### config.mk
export PLATFORM = sky130hd
export DESIGN_NAME = instruction_queue_flat
export DESIGN_NICKNAME = d
export VERILOG_FILES = /design/src/rtl/instruction_queue_if.sv /design/src/rtl/instruction_queue.sv /design/src/flat_wrapper.sv
export SDC_FILE = /design/constraint.sdc
export NUM_CORES = 1
export LEC_CHECK = 0
export BUFFER_PORTS_ARGS = -buffer_cell sky130_fd_sc_hd__buf_2
export CORE_MARGIN = 2
export CORE_UTILIZATION = 40
export DETAILED_ROUTE_END_ITERATION = 7
export SLEW_MARGIN = 0
export SYNTH_ARGS = -nofsm -noshare
export SYNTH_HDL_FRONTEND = slang
export SYNTH_SLANG_ARGS = --single-unit
### constraint.sdc
create_clock -name clk -period 14.9 [get_ports clk]
set_clock_uncertainty 0.1 [all_clocks]
set_input_delay 2.235 -clock clk [delete_from_list [all_inputs] [get_ports clk]]
set_output_delay 2.235 -clock clk [all_outputs]
set_load 0.005 [all_outputs]
### src/rtl/instruction_queue_if.sv
// Signal bundle between fetch/ROB/decoder and the instruction queue.
// The master side drives pushes, flush and idle; the slave side is the queue itself.
interface instruction_queue_if #(
  parameter int ADDR_W = 4
);
  logic              flush;
  logic              push_en;
  logic [31:0]       push_instruction;
  logic [16:0]       push_pc;
  logic [16:0]       push_jalr_prediction;
  logic              push_br_prediction;
  logic              full;
  logic [ADDR_W:0]   count;
  logic              instruction_in;
  logic [31:0]       instruction;
  logic [16:0]       pc;
  logic [16:0]       jalr_prediction;
  logic              br_prediction;
  logic              idle;

  modport master (
    output flush, push_en, push_instruction, push_pc,
           push_jalr_prediction, push_br_prediction, idle,
    input  full, count, instruction_in, instruction, pc,
           jalr_prediction, br_prediction
  );

  modport slave (
    input  flush, push_en, push_instruction, push_pc,
           push_jalr_prediction, push_br_prediction, idle,
    output full, count, instruction_in, instruction, pc,
           jalr_prediction, br_prediction
  );
endinterface

### src/rtl/instruction_queue.sv
// Circular FIFO buffering fetched instructions plus PC and predictions for the decoder.
// The oldest entry is presented combinationally; a flush empties the queue in one cycle.
module instruction_queue #(
  parameter int DEPTH       = 16,
  parameter int ADDR_W      = $clog2(DEPTH),
  parameter int FULL_MARGIN = 2
) (
  input logic                clk,
  input logic                rst,
  instruction_queue_if.slave q_if
);

  localparam logic [ADDR_W:0]   DEPTH_CNT   = (ADDR_W+1)'(DEPTH);
  localparam logic [ADDR_W:0]   FULL_THRESH = (ADDR_W+1)'(DEPTH - FULL_MARGIN);
  localparam logic [ADDR_W:0]   CNT_ONE     = (ADDR_W+1)'(1);
  localparam logic [ADDR_W-1:0] PTR_ONE     = (ADDR_W)'(1);

  typedef struct packed {
    logic [31:0] instruction;
    logic [16:0] pc;
    logic [16:0] jalr_prediction;
    logic        br_prediction;
  } entry_t;

  entry_t            mem_q [DEPTH];
  logic [ADDR_W-1:0] head_q, head_d;
  logic [ADDR_W-1:0] tail_q, tail_d;
  logic [ADDR_W:0]   count_q, count_d;
  logic              full_q, full_d;

  logic   not_empty;
  logic   pop;
  logic   push_accept;
  logic   wr_en;
  entry_t wr_entry;
  entry_t head_entry;

  // A pop in the same cycle frees a slot, so a push at DEPTH is still accepted then.
  always_comb begin
    not_empty   = (count_q != '0);
    pop         = not_empty && q_if.idle;
    push_accept = q_if.push_en && ((count_q != DEPTH_CNT) || pop);

    head_d  = head_q;
    tail_d  = tail_q;
    count_d = count_q;
    wr_en   = 1'b0;

    if (q_if.flush) begin
      head_d  = '0;
      tail_d  = '0;
      count_d = '0;
    end else begin
      wr_en = push_accept;
      if (pop) begin
        head_d = head_q + PTR_ONE;
      end
      if (push_accept) begin
        tail_d = tail_q + PTR_ONE;
      end
      case ({push_accept, pop})
        2'b10:   count_d = count_q + CNT_ONE;
        2'b01:   count_d = count_q - CNT_ONE;
        default: count_d = count_q;
      endcase
    end

    full_d = q_if.flush ? 1'b0 : (count_d >= FULL_THRESH);
  end

  always_comb begin
    wr_entry.instruction     = q_if.push_instruction;
    wr_entry.pc              = q_if.push_pc;
    wr_entry.jalr_prediction = q_if.push_jalr_prediction;
    wr_entry.br_prediction   = q_if.push_br_prediction;
  end

  always_ff @(posedge clk) begin
    if (rst) begin
      head_q  <= '0;
      tail_q  <= '0;
      count_q <= '0;
      full_q  <= 1'b0;
    end else begin
      head_q  <= head_d;
      tail_q  <= tail_d;
      count_q <= count_d;
      full_q  <= full_d;
    end
  end

  // Entry storage carries no reset; occupancy alone decides what is valid.
  always_ff @(posedge clk) begin
    if (wr_en) begin
      mem_q[tail_q] <= wr_entry;
    end
  end

  always_comb begin
    head_entry = '0;
    if (not_empty) begin
      head_entry = mem_q[head_q];
    end
  end

  assign q_if.instruction_in  = not_empty;
  assign q_if.instruction     = head_entry.instruction;
  assign q_if.pc              = head_entry.pc;
  assign q_if.jalr_prediction = head_entry.jalr_prediction;
  assign q_if.br_prediction   = head_entry.br_prediction;
  assign q_if.full            = full_q;
  assign q_if.count           = count_q;

endmodule

### src/flat_wrapper.sv
// flat-port wrapper written by rule: the top's interface ports become plain ports
module instruction_queue_flat 
#(
  parameter int DEPTH       = 16,
  parameter int ADDR_W      = $clog2(DEPTH),
  parameter int FULL_MARGIN = 2
)
  (clk, rst, q_if_flush, q_if_push_en, q_if_push_instruction, q_if_push_pc, q_if_push_jalr_prediction, q_if_push_br_prediction, q_if_idle, q_if_full, q_if_count, q_if_instruction_in, q_if_instruction, q_if_pc, q_if_jalr_prediction, q_if_br_prediction);
  instruction_queue_if #(.ADDR_W(ADDR_W)) q_if_i ();
  input logic clk;
  input logic rst;
  input wire logic [$bits(q_if_i.flush)-1:0] q_if_flush;
  input wire logic [$bits(q_if_i.push_en)-1:0] q_if_push_en;
  input wire logic [$bits(q_if_i.push_instruction)-1:0] q_if_push_instruction;
  input wire logic [$bits(q_if_i.push_pc)-1:0] q_if_push_pc;
  input wire logic [$bits(q_if_i.push_jalr_prediction)-1:0] q_if_push_jalr_prediction;
  input wire logic [$bits(q_if_i.push_br_prediction)-1:0] q_if_push_br_prediction;
  input wire logic [$bits(q_if_i.idle)-1:0] q_if_idle;
  output wire logic [$bits(q_if_i.full)-1:0] q_if_full;
  output wire logic [$bits(q_if_i.count)-1:0] q_if_count;
  output wire logic [$bits(q_if_i.instruction_in)-1:0] q_if_instruction_in;
  output wire logic [$bits(q_if_i.instruction)-1:0] q_if_instruction;
  output wire logic [$bits(q_if_i.pc)-1:0] q_if_pc;
  output wire logic [$bits(q_if_i.jalr_prediction)-1:0] q_if_jalr_prediction;
  output wire logic [$bits(q_if_i.br_prediction)-1:0] q_if_br_prediction;
  assign q_if_i.flush = q_if_flush;
  assign q_if_i.push_en = q_if_push_en;
  assign q_if_i.push_instruction = q_if_push_instruction;
  assign q_if_i.push_pc = q_if_push_pc;
  assign q_if_i.push_jalr_prediction = q_if_push_jalr_prediction;
  assign q_if_i.push_br_prediction = q_if_push_br_prediction;
  assign q_if_i.idle = q_if_idle;
  assign q_if_full = q_if_i.full;
  assign q_if_count = q_if_i.count;
  assign q_if_instruction_in = q_if_i.instruction_in;
  assign q_if_instruction = q_if_i.instruction;
  assign q_if_pc = q_if_i.pc;
  assign q_if_jalr_prediction = q_if_i.jalr_prediction;
  assign q_if_br_prediction = q_if_i.br_prediction;
  instruction_queue #(.DEPTH(DEPTH), .ADDR_W(ADDR_W), .FULL_MARGIN(FULL_MARGIN)) u_core (.clk(clk), .rst(rst), .q_if(q_if_i));
endmodule
==> results_dict.tcl <==
set metrics [dict create \
    p_per_area_nw_per_um2 131 \
    cp.arrival_ns 4.58 \
    fillCellCount 8519 \
    cts_resized 0 \
    row_count 118 \
    io_buffer_count 145 \
    p_leak_nw 14.6 \
    maxSlewViolCount 0 \
    setup_viol 0 \
    grt_use_total 0.179 \
    viasPerCell 5.53 \
    wire_per_inst_um 28.0 \
    post-dp-hpwl_um 46800 \
    antenna_found_initial 20 \
    ir_drop_v 0.000149 \
    die_w_um 327 \
    p_sw_frac 0.205 \
    cellInternalPower_mw 4.97 \
    synth_edf_count 1072 \
    synthArstFlopShare 0 \
    grt_pass1_wl_um 139000 \
    pin_count 146 \
    cts_max_path_buffers 3 \
    synth_common_cells "edfxtp_1, mux4_2, and2_1" \
    relSlewSlack 0.304 \
    final.setup.tns_ns 0 \
    endpoint_kind "primary output" \
    cts_buffers 112 \
    reg2reg_from "u_core.q_if.count[1]" \
    cts_num_sinks 1090 \
    drt_iter0_markers 1766 \
    hold_ws_ns 0.391 \
    dieHeight_um 327 \
    cp_max_fo 115 \
    power_frac_comb 0.034 \
    synth_ff_type "edfxtp_1" \
    required_ns 12.57 \
    start_util 0.403 \
    syn_inst 1703 \
    yosysMostFrequentCell "edfxtp_1" \
    netlist_area_um2 41800 \
    synth_top_area_share 0.770 \
    grt_overflow_total 0 \
    rsz0062_at_grt "no" \
    clock_latency_ns 0.68 \
    layout-drive-gt1-share 0.355 \
    pwr-share-seq 0.542 \
    cts_post_setup_buffers_inserted 0 \
    hp-class "flip-flop to flip-flop" \
    remaining_drc_errors 0 \
    first_global_vias 19793 \
    root_buffer "clkbuf_16" \
    die-area_um2 107000 \
    p_clk_frac 0.424 \
    synth.largest_area_cell "edfxtp_1" \
    synth_area_leaders "edfxtp_1, mux4_2, and2_1" \
    clk_pin_slew_worst_paths_ns 0.06 \
    cts_tree "built" \
    path_class "flip-flop to primary output" \
    area.growth.synth_to_final_pct 14.0 \
    period_share 0.464 \
    routed_wl_um 94700 \
    cap_violations 0 \
    ant_nets 0 \
    syn_area_per_cell_um2 24.5 \
    cts-hold-fix-buffers 0 \
    min_from "u_core.head_q[3]" \
    start_kind "flip-flop" \
    nNetsFinal 1992 \
    worst_pin_slew_ns 1.04 \
    yosysWarnings 0 \
    ys_ff_latch 1090 \
    grt_start_max_net_pins 133 \
    core_um2 104000 \
    firstDrtPassIters 5 \
    ys_seq_area_frac 0.779 \
    hold_viol 0 \
    period_needed_ns 6.92 \
    gp_congestion 0.713 \
    synth_nets 1784 \
    p_sw_mw 1.28 \
    fmax_ghz 0.145 \
    num_vias 18688 \
    synth_cell_types 38 \
    status "completed" \
    cts-htree-levels 3 \
]
## cells in the final DEF, fill, tap and decap left out, types with 11 or more instances in the layout
cell type     n
clkinv_2     29
clkbuf_1     11
buf_4        39
buf_2       145
clkinv_1     28
nor2_4       12
nor2_1       14
nand2_1      13
clkbuf_16   114
edfxtp_1   1072
mux4_2      335
dfxtp_1      14
and2_1       67
## cell families (layout without fill, tap and decap cells)
| logic type | Yosys count | after routing | synth area share |
|---|---|---|---|
| other cells | 0 | 2 | 0 |
| mux | 339 | 339 | 0.181 |
| xor+xnor | 9 | 9 | 0.00189 |
| flops | 1090 | 1090 | 0.779 |
| buf+inv | 98 | 395 | 0.0136 |
| fa+ha+maj | 9 | 9 | 0.00287 |
| simple gates | 135 | 135 | 0.0179 |
| compound gates | 23 | 23 | 0.00347 |
## stage by stage
step / cells / util / instance area (µm²) / setup WS [ns] / total power, mW
final: 3382 / 0.460 / 47700 / 7.98 / 6.25
after floorplan: 1703 / - / 41800 / 6.51 / 3.57
after detailed placement: 3177 / 0.426 / 44200 / 8.44 / 3.67
after global routing: 3380 / 0.460 / 47700 / 7.54 / 6.44
after global placement: 3177 / 0.426 / 44200 / 8.48 / 3.66
after CTS: 3380 / 0.460 / 47700 / 7.73 / 6.32
## routing by layer
layer	GRT usage	wire length, µm
met5	0	126
met4	0.0383	1640
met3	0.0366	5310
met2	0.294	47100
met1	0.250	40600
## final cells by class
cell class,instances,area (µm²),share of cell area
sequential,1090,32600,0.683
clock inverter,78,599,0.0126
tap,1380,1730,0.0362
timing repair buffer,186,1060,0.0222
multi-input combinational,515,8800,0.185
inverter,6,22.5,0.000472
antenna,2,5.00,0.000105
clock buffer,125,2890,0.0607
## power by group through the flow
stage          clock network [mW]  logic (mW)  registers, mW
2_1_floorplan                   0       0.119           3.45
3_3_place_gp                    0       0.214           3.45
3_5_place_dp                    0       0.221           3.45
4_1_cts                      2.71       0.221           3.39
5_1_grt                      2.82       0.236           3.39
6_report                     2.65       0.214           3.39
## critical path, stage by stage (launching register included)
cell and delay, ns:
dfxtp_4 0.80, buf_4 0.75, buf_12 0.70, mux4_2 0.61, mux4_2 0.47, and2_1 0.22, buf_2 0.15
## state kept, by name (all words and copies together), names as in the netlist, named ones only
name and cells:
u_core.q_if.count 5, u_core.mem_q 1072, u_core.head_q 4, u_core.tail_q 4
u_core.q_if.full 1
## path summary, 6_finish.rpt
path                                   end  slack, ns  depth (start not counted)
setup / recovery  q_if_jalr_prediction[10]       7.98                          6
hold / removal                   flip-flop       0.39                          2
setup reg to reg          u_core.q_if.full      10.81                         12
hold reg to reg                  flip-flop       0.39                          2
Note: power is estimated with default switching activity, not from simulation.
